[src/rtl/inst_fetch_queue_pkg.sv]
// ----------------------------------------------------------------------------
// inst_fetch_queue_pkg
//   Definitions shared by the instruction fetch queue and its storage:
//   - fetch_state_e : memory-side FSM state encoding (IDLE / WAIT / DISCARD)
//   - ZeroWord      : 32-bit all-zero word for idle instruction outputs
//   - STALL_PC/ID   : bit positions in the pipeline stall vector
//                     (bit 0 = hold the PC stage, bit 1 = decode not accepting)
// ----------------------------------------------------------------------------
package inst_fetch_queue_pkg;

   typedef enum logic [1:0] {
      FSM_IDLE    = 2'd0,
      FSM_WAIT    = 2'd1,
      FSM_DISCARD = 2'd2
   } fetch_state_e;

   localparam logic [31:0] ZeroWord = 32'h0000_0000;

   localparam int STALL_PC = 0;
   localparam int STALL_ID = 1;
   localparam int STALL_W  = 2;

endpackage

[src/rtl/ifq_fifo.sv]
// ----------------------------------------------------------------------------
// ifq_fifo
//   Circular buffer of DEPTH entries, each WIDTH bits wide.
//   Ports:
//     clk, rst        : clock, synchronous active-high reset
//     push_i, wdata_i : write wdata_i at the tail
//     pop_i           : advance the head (ignored when empty)
//     flush_i         : discard every entry; overrides push and pop
//     rdata_o         : head entry (undefined content when empty)
//     full_o, empty_o : occupancy flags
//     count_o         : number of valid entries (log2(DEPTH)+1 bits)
//   A push while full is accepted only when a pop happens in the same cycle.
// ----------------------------------------------------------------------------
module ifq_fifo #(
   parameter int DEPTH = 4,
   parameter int WIDTH = 64
) (
   input  logic                       clk,
   input  logic                       rst,
   input  logic                       push_i,
   input  logic                       pop_i,
   input  logic                       flush_i,
   input  logic [WIDTH-1:0]           wdata_i,
   output logic [WIDTH-1:0]           rdata_o,
   output logic                       full_o,
   output logic                       empty_o,
   output logic [$clog2(DEPTH):0]     count_o
);

   localparam int PTR_W = $clog2(DEPTH);
   localparam int CNT_W = PTR_W + 1;

   logic [WIDTH-1:0] mem_q [DEPTH];
   logic [PTR_W-1:0] wr_ptr_q, wr_ptr_d;
   logic [PTR_W-1:0] rd_ptr_q, rd_ptr_d;
   logic [CNT_W-1:0] count_q,  count_d;
   logic             do_push_s;
   logic             do_pop_s;

   assign full_o    = (count_q == CNT_W'(DEPTH));
   assign empty_o   = (count_q == {CNT_W{1'b0}});
   assign count_o   = count_q;
   assign rdata_o   = mem_q[rd_ptr_q];
   assign do_pop_s  = pop_i && !empty_o;
   assign do_push_s = push_i && (!full_o || do_pop_s);

   // Next-state for pointers and occupancy; flush wins over push/pop.
   always_comb begin
      wr_ptr_d = wr_ptr_q;
      rd_ptr_d = rd_ptr_q;
      count_d  = count_q;
      if (flush_i) begin
         wr_ptr_d = {PTR_W{1'b0}};
         rd_ptr_d = {PTR_W{1'b0}};
         count_d  = {CNT_W{1'b0}};
      end else begin
         if (do_push_s) begin
            wr_ptr_d = wr_ptr_q + PTR_W'(1);
         end else begin
            wr_ptr_d = wr_ptr_q;
         end
         if (do_pop_s) begin
            rd_ptr_d = rd_ptr_q + PTR_W'(1);
         end else begin
            rd_ptr_d = rd_ptr_q;
         end
         case ({do_push_s, do_pop_s})
            2'b10:   count_d = count_q + CNT_W'(1);
            2'b01:   count_d = count_q - CNT_W'(1);
            default: count_d = count_q;
         endcase
      end
   end

   // Pointer and occupancy registers.
   always_ff @(posedge clk) begin
      if (rst) begin
         wr_ptr_q <= {PTR_W{1'b0}};
         rd_ptr_q <= {PTR_W{1'b0}};
         count_q  <= {CNT_W{1'b0}};
      end else begin
         wr_ptr_q <= wr_ptr_d;
         rd_ptr_q <= rd_ptr_d;
         count_q  <= count_d;
      end
   end

   // Entry storage; contents need no reset because occupancy gates every read.
   always_ff @(posedge clk) begin
      if (do_push_s && !flush_i) begin
         mem_q[wr_ptr_q] <= wdata_i;
      end
   end

endmodule

[src/rtl/inst_fetch_queue.sv]
// ----------------------------------------------------------------------------
// inst_fetch_queue
//   Decouples the PC stage from instruction memory. A small FSM issues one
//   read at a time, and returned {pc, instruction} pairs are buffered in an
//   ifq_fifo until the decode stage accepts them.
//   Ports:
//     clk, rst                : clock, synchronous active-high reset
//     pc_i, pc_ce_i           : fetch address and PC-stage enable
//     stallreq_o              : hold the PC stage (low only on an issue cycle)
//     mem_req_o, mem_addr_o   : instruction memory read request / address
//     mem_ack_i, mem_data_i   : memory response
//     flush_i                 : redirect; drops queued and in-flight work
//     id_stall_i              : decode stage not accepting
//     id_valid_o, id_pc_o,
//     id_inst_o               : head instruction presented to decode
//   Build option: define IFQ_BYPASS_EN to forward an ack straight to the
//   decode outputs when the queue is empty and decode is accepting.
// ----------------------------------------------------------------------------
module inst_fetch_queue
   import inst_fetch_queue_pkg::*;
#(
   parameter int DEPTH  = 4,
   parameter int ADDR_W = 32
) (
   input  logic              clk,
   input  logic              rst,
   input  logic [ADDR_W-1:0] pc_i,
   input  logic              pc_ce_i,
   output logic              stallreq_o,
   output logic              mem_req_o,
   output logic [ADDR_W-1:0] mem_addr_o,
   input  logic              mem_ack_i,
   input  logic [31:0]       mem_data_i,
   input  logic              flush_i,
   input  logic              id_stall_i,
   output logic              id_valid_o,
   output logic [ADDR_W-1:0] id_pc_o,
   output logic [31:0]       id_inst_o
);

   localparam int CNT_W   = $clog2(DEPTH) + 1;
   localparam int ENTRY_W = ADDR_W + 32;

   fetch_state_e        state_q;
   logic                mem_req_q;
   logic [ADDR_W-1:0]   mem_addr_q;   // doubles as the latched fetch PC

   logic [STALL_W-1:0]  stall_s;
   logic                issue_s;
   logic                ack_take_s;
   logic                bypass_s;
   logic                fifo_push_s;
   logic                fifo_pop_s;
   logic [ENTRY_W-1:0]  fifo_rdata_s;
   logic                full_s;
   logic                empty_s;
   logic [CNT_W-1:0]    count_s;

   // A fetch is issued only from IDLE, with the PC stage enabled, no redirect
   // and at least one free entry; the PC stage advances only on that cycle.
   assign issue_s = !rst && (state_q == FSM_IDLE) && pc_ce_i && !flush_i
                    && (count_s != CNT_W'(DEPTH));

   // Ack data is kept only in WAIT and only when no redirect is arriving.
   assign ack_take_s = !rst && (state_q == FSM_WAIT) && mem_ack_i && !flush_i;

   assign stall_s[STALL_PC] = !issue_s;
   assign stall_s[STALL_ID] = id_stall_i;

`ifdef IFQ_BYPASS_EN
   assign bypass_s = ack_take_s && empty_s && !stall_s[STALL_ID];
`else
   assign bypass_s = 1'b0;
`endif

   assign fifo_pop_s  = !empty_s && !stall_s[STALL_ID];
   assign fifo_push_s = ack_take_s && !bypass_s;

   assign stallreq_o = stall_s[STALL_PC];
   assign mem_req_o  = mem_req_q;
   assign mem_addr_o = mem_addr_q;

   ifq_fifo #(
      .DEPTH (DEPTH),
      .WIDTH (ENTRY_W)
   ) u_fifo (
      .clk     (clk),
      .rst     (rst),
      .push_i  (fifo_push_s),
      .pop_i   (fifo_pop_s),
      .flush_i (flush_i),
      .wdata_i ({mem_addr_q, mem_data_i}),
      .rdata_o (fifo_rdata_s),
      .full_o  (full_s),
      .empty_o (empty_s),
      .count_o (count_s)
   );

   // Memory-side FSM; the request stays high through DISCARD until the
   // abandoned read is acknowledged so the memory handshake always completes.
   always_ff @(posedge clk) begin
      if (rst) begin
         state_q    <= FSM_IDLE;
         mem_req_q  <= 1'b0;
         mem_addr_q <= {ADDR_W{1'b0}};
      end else begin
         case (state_q)
            FSM_IDLE: begin
               if (issue_s) begin
                  state_q    <= FSM_WAIT;
                  mem_req_q  <= 1'b1;
                  mem_addr_q <= pc_i;
               end
            end
            FSM_WAIT: begin
               if (mem_ack_i) begin
                  state_q   <= FSM_IDLE;
                  mem_req_q <= 1'b0;
               end else if (flush_i) begin
                  state_q <= FSM_DISCARD;
               end
            end
            FSM_DISCARD: begin
               if (mem_ack_i) begin
                  state_q   <= FSM_IDLE;
                  mem_req_q <= 1'b0;
               end
            end
            default: begin
               state_q   <= FSM_IDLE;
               mem_req_q <= 1'b0;
            end
         endcase
      end
   end

   // Decode-side outputs: forwarded ack, else queue head, else zeros.
   always_comb begin
      id_valid_o = 1'b0;
      id_pc_o    = {ADDR_W{1'b0}};
      id_inst_o  = ZeroWord;
      if (bypass_s) begin
         id_valid_o = 1'b1;
         id_pc_o    = mem_addr_q;
         id_inst_o  = mem_data_i;
      end else if (!empty_s) begin
         id_valid_o = 1'b1;
         id_pc_o    = fifo_rdata_s[ENTRY_W-1:32];
         id_inst_o  = fifo_rdata_s[31:0];
      end else begin
         id_valid_o = 1'b0;
         id_pc_o    = {ADDR_W{1'b0}};
         id_inst_o  = ZeroWord;
      end
   end

endmodule
[config.mk]
export PLATFORM = sky130hd
export DESIGN_NAME = inst_fetch_queue
export DESIGN_NICKNAME = d
export VERILOG_FILES = /design/src/rtl/inst_fetch_queue_pkg.sv /design/src/rtl/ifq_fifo.sv /design/src/rtl/inst_fetch_queue.sv
export SDC_FILE = /design/constraint.sdc
export NUM_CORES = 1
export LEC_CHECK = 0
export ABC_CLOCK_PERIOD_IN_PS = 2750
export CAP_MARGIN = 10
export CORE_MARGIN = 10
export CORE_UTILIZATION = 45
export CTS_CLUSTER_SIZE = 12
export DETAILED_ROUTE_END_ITERATION = 7
export PLACE_DENSITY = 0.69
export RECOVER_POWER = 50
export SYNTH_ARGS = -nofsm -noshare
export SYNTH_HDL_FRONTEND = slang
export SYNTH_SLANG_ARGS = --single-unit
[constraint.sdc]
create_clock -name clk -period 2.75 [get_ports clk]
set_input_delay 0.4125 -clock clk [delete_from_list [all_inputs] [get_ports clk]]
set_output_delay 0.4125 -clock clk [all_outputs]
set_load 0.01 [all_outputs]
* Yosys cells after proc, flatten, opt, wreduce, memory -nomap -nowiden
Memories as Yosys holds them, arrays and structs flattened. A register that Yosys moved wholly into a read port is not among the register bits.
Index checks and enable logic that the tools add are counted.
** Operators by class
- Muxes and demuxes :: 16
- Equality and inequality tests :: 10
- Reductions and logical operators :: 26
- Add/sub/neg operators :: 4
** Operators with widths (count)
- 32-bit 2-to-1 mux :: 2
- 2-bit 2-to-1 mux :: 6
- 1-bit logical AND :: 11
- 1-bit zero test :: 6
- 3-bit inequality test (second input constant) :: 2
- 2-bit one-hot mux with 3 select lines :: 1
- 3-bit one-hot mux with 2 select lines :: 1
- 1-bit 2-to-1 mux :: 5
- 2-bit by 1-bit adder with 2-bit output (second input constant) :: 2
- 2-bit by 1-bit == test with 1-bit output (second input constant) :: 2
- 2-bit == test (second input constant) :: 2
- 2-bit inequality test (second input constant) :: 2
- 2-bit AND reduction :: 2
- 2-bit OR reduction :: 2
- 3-bit by 1-bit adder with 3-bit output (second input constant) :: 1
- 3-bit == test (second input constant) :: 1
- 3-bit zero test :: 1
- 3-bit AND reduction :: 1
- 3-bit by 1-bit subtractor with 3-bit output (second input constant) :: 1
- 2-bit zero test :: 1
- 2-bit by 1-bit inequality test with 1-bit output (second input constant) :: 1
- 1-bit one-hot mux with 2 select lines :: 1
- 2-bit nonzero test :: 1
- 1-bit logical OR :: 1
** Word-level totals
- Memories kept :: 1
- Register bits :: 42
- Bits in writable memories :: 256
- Output and inout port bits :: 99
- Bits of input ports :: 70
- Logic and storage cells :: 63
** Memory list
- u_fifo.mem_q :: words 4, bits a word 64, read ports 1, clocked after memory_dff 1, write ports 1, RTL line ifq_fifo.sv:33 : logic [WIDTH-1:0] mem_q [DEPTH];

* Longest topological paths before layout
Gate-level depths: netlist of run 1.
- Depth in word-level cells :: 9
- Depth in mapped cells :: 10
- Gate-level depth less buffers :: 10

* Modules after synthesis
From an unflattened synthesis of run 1, not the netlist that was laid out.
** Second synthesis, totals
- Cells, all modules :: 639
- Area, all modules :: 11775.0 um^2
** Modules (own cells, without submodules)
- ifq_fifo :: area an instance 9778.1 um^2, seq. area each 7867.5 um^2, cells each 401, instances 1
- inst_fetch_queue :: area an instance 1996.9 um^2, seq. area each 700.7 um^2, cells each 238, instances 1

* Worst setup path after synthesis of run 1
No wires, ideal clock.
- Path type :: input to register
- From :: input port rst
- To :: memory u_fifo.mem_q[0][0] (enable)
- Data required time :: 2321 ps
- Setup time :: 429 ps
- Buffers on the path :: 0
- Stages :: 3
- Arrival time :: 2470 ps
- Setup slack :: -149 ps
- Path through :: nor2_1 o2111a_1 and2_1
** On the way
- Longest elaborated chain between the ends :: 8
** RTL lines
- start: declaration :: RTL line inst_fetch_queue.sv:26 : input logic rst,
- 1-bit zero test :: RTL line inst_fetch_queue.sv:65 : assign ack_take_s = !rst && (state_q == FSM_WAIT) && mem_ack_i && !flush_i;
- 1-bit logical AND (3 in series) :: RTL line inst_fetch_queue.sv:65
- 1-bit logical AND :: RTL line ifq_fifo.sv:45 : assign do_push_s = push_i && (!full_o || do_pop_s);
- 1-bit logical AND :: RTL line ifq_fifo.sv:90 : if (do_push_s && !flush_i) begin
- 1-bit 2-to-1 mux :: RTL line ifq_fifo.sv:90
- 1-bit 2-to-1 mux (implied by the code) :: RTL line ifq_fifo.sv:91 : mem_q[wr_ptr_q] <= wdata_i;
- end: declaration :: RTL line ifq_fifo.sv:33
No other way between the ends.

==> summary.md, run 1 <==
| Metric | Value |
|---|---|
| Final core occ | `0.5871` |
| H-Tree Depth | `1` |
| Crit path max fanout | `13` |
| Final Cycle Share | `0.9697` |
| Fillcell total | `1943` |
| Final #Nets | `about 900` |
| Number of synthesis warnings | `0` |
| Final GP Congestion | `0.7567` |
| Outcome | `finished, final reports clean` |
| Cell Pwr Density | `629.0 nW/um^2` |
| Number of global-route vias before repair | `about 6700` |
| DP HPWL | `15.95 mm` |
| Syn Std Cell Area | `11600 sq um` |
| Vias per cell | `between 5 and 6` |
| TritonRoute pass-1 iters | `5` |
| Height of the die | `180.6 microns` |
| CP Launch Type | `flop` |
| DR iter-0 viols | `385` |
| Ys async rst share | `0` |
| Tightest slew margin relative to the limit | `0.4126` |
| Syn avg cell area | `18.62 sq um` |
| Area after DPL | `13850 sq um` |
| Layout cell share with drive strength beyond 1 | `0.2031` |
| Routed len/inst | `21.20 microns` |
| Post-route minimum period | `between 2 and 3 ns` |
| RSZ-0062 raised after global routing | `yes` |
| Synth top area share | `0.6626` |
| Die area | `about 33000 sq um` |
| Area leader, netlist | `edfxtp_1` |
| Hold WC Path Type | `input pin to flop` |
| Unique masters post-synth | `33` |
| Post-synth top cells | `edfxtp_1 (256), and2_1 (69), mux4_2 (64)` |
| Reg-to-Reg End | `u_fifo.mem_q[0][28]` |
| Via count | `6170` |
| # DRC | `0` |
| Initial antenna violation count | `0` |
| Syn Nets | `703` |
| Slew Viols, Final | `0` |
| Worst Setup EP | `id_inst_o[15]` |
| Cell area after layout | `about 15000 sq um` |
| Area growth from synthesis to final layout | `27.79%` |
| Critical R2R Launch | `u_fifo.count_o[0]` |
| Grt total ovfl | `0` |
| Row cnt | `58` |
| Clk slew on worst S/H paths | `0.06 ns` |
| Max cap viols | `0` |
| Synth Register Bits | `300` |
| Starting density of the core | `0.4594` |
| Grt met2 use | `0.2480` |
| Worst R2R Setup Slack | `0.20 ns` |
| Required @ worst endpoint | `approximately 2.3 ns` |
| VDD IR max | `0.3415 mV` |
| Die X | `180.6 microns` |
| Fmax | `between 300 and 400 MHz` |
| Synth Flop Type | `edfxtp_1` |
| Port bufs | `168` |
| Routing usage on met1 | `0.1917` |
| Core area | `roughly 25000 sq um` |
| GRT Util Overall | `0.1481` |
| Post-Synthesis Cells | `just over 600` |
| First-pass GRT wire length | `38.63 mm` |
| Worst skew pair latency | `approximately 0.55 ns` |
| Final Hold Viols | `0` |
| Post-synthesis sequential area ratio | `0.7385` |
| Clk_skew | `0.01215 ns` |
| Layer with the highest usage | `met2` |
| Dominant cells by area after synthesis | `edfxtp_1 (66%), mux4_2 (12%), dfxtp_1 (7.6%)` |
| Critical path data arrival time | `2.25 ns` |
| ANT cells | `0` |
| CTS buffer count | `30` |
| Most common cell in the netlist | `edfxtp_1` |
| R2r worst-path depth | `5` |
| CTS Sinks | `300` |
| Post-synth EDFFs | `around 260` |
| Worst Hold Launch | `rst` |
| ANT nets after route | `0` |
| Largest net degree at the start of global routing | `43` |
| Worst setup path category | `flop to output port` |
| Clk buf depth | `3` |
| Worst-Margin Slew | `0.8811 ns` |
| M3 GR Usage | `0.03755` |
| # IOs | `169` |
| WL final | `around 25 mm` |
| Setup Viol. Count Final | `0` |
| CTS Root Buffer Type | `clkbuf_16` |
| Worst setup EP type | `output port` |
| Total leakage power | `between 0.005 and 0.006 uW` |
| CTS tree | `yes` |
==> cell families (layout without fill, tap and decap cells) <==
logic type,Yosys count,count (layout),share of synthesized area
AO/OA/AOI/OAI,44,44,0.02890
flip-flops,300,300,0.7385
adder cells (fa/ha/maj),10,10,0.01143
multiplexers,65,65,0.1251
XOR/XNOR,5,5,0.003775
buffers and inverters,46,269,0.02081
AND/OR/NAND/NOR,153,154,0.07150
==> layout by cell type, fill, tap and decap left out, types with 3 or more instances in the layout <==
cell,Yosys,layout
a21oi_1,10,29
a21oi_2,25,6
and2_1,69,64
and2_4,0,3
buf_12,2,12
buf_16,0,4
buf_4,0,13
clkbuf_1,21,18
clkbuf_16,0,30
clkbuf_8,0,4
clkdlybuf4s15_1,0,10
clkdlybuf4s50_1,0,71
dfxtp_1,44,42
dlygate4sd2_1,0,41
dlygate4sd3_1,0,33
dlymetal6s2s_1,0,12
edfxtp_1,256,256
ha_1,9,9
inv_1,12,12
mux4_2,64,64
nand2_1,44,44
nand2_2,20,20
nand2b_1,3,3
nor2_1,11,11
o21ai_0,3,3
xnor2_1,3,3
==> report_power, final <==
| part | switching, uW | internal, uW |
|---|---|---|
| sequential | 58.3 | 5020 |
| combinational | 282 | 263 |
| clock | 1570 | 2130 |
| total | 1910 | 7410 |
==> flip-flops by register name, indices dropped and copies added, names as in the netlist, named ones only <==
| name | flops |
|---|---|
| u_fifo.rd_ptr_q | 2 |
| state_q | 2 |
| u_fifo.mem_q | 256 |
| u_fifo.count_o | 3 |
| mem_req_o | 1 |
| mem_addr_o | 32 |
| u_fifo.wr_ptr_q | 2 |
==> stage by stage <==
| step | setup TNS, ns | instances | setup slack, ns | power [uW] | hold slack (ns) |
|---|---|---|---|---|---|
| after floorplan | 0 | 623 | 0.4576 | 5447 | 0.4630 |
| after global placement | 0 | 1110 | 0.2749 | 5713 | 0.4734 |
| after detailed placement | 0 | 1110 | 0.1965 | 5749 | 0.4965 |
| after CTS | -1.353 | 1171 | -0.1198 | 9447 | 0.3225 |
| after global routing | -0.02937 | 1177 | -0.01752 | 9663 | 0.3849 |
| final | 0 | 1177 | 0.08322 | 9326 | 0.3444 |
==> area by class of cell <==
type                       count  area, sq um  share of cell area
sequential                   300         8576              0.5784
multi-input combinational    278         2743              0.1850
timing repair buffer         201         2135              0.1440
clock buffer                  51        869.6             0.05865
tap                          330        412.9             0.02785
inverter                      13        61.31            0.004135
clock inverter                 4        30.03            0.002025
==> worst max-delay path, stage by stage (launching register included) <==
cell and delay, ns:
dfxtp_4 0.42, buf_16 0.17, mux4_2 0.49, and2_1 0.16
clkdlybuf4s50_1 0.47
==> what timing repair did <==
item                       CTS  global route
setup buffers                4             5
gates cloned                 2             1
hold endpoints to repair     0             0
setup endpoints to repair   66            15
pin swaps                    0             1
hold buffers                 0             0
resized for setup           57            26
==> layer usage <==
metal	up-vias	part of all wire
met4	0	0.013
li1	2792	-
met3	26	0.064
met1	3152	0.43
met5	-	0
met2	200	0.49
==> worst min-delay path by stage <==
stage / end / cells past startpoint
after detailed placement: flop / 2
after global routing: mem_req_o / 4
final: mem_req_o / 4
after global placement: u_fifo.count_o[2] / 2
after CTS: mem_req_o / 4
after floorplan: u_fifo.count_o[2] / 2
No activity file was read; power rests on OpenSTA's default activity.
==> run 2, diff against run 1 <==
Settings changed: SLEW_MARGIN set to 0.
==> results of run 2 <==
Final layout, timing and power as in run 1 (identical DEF).
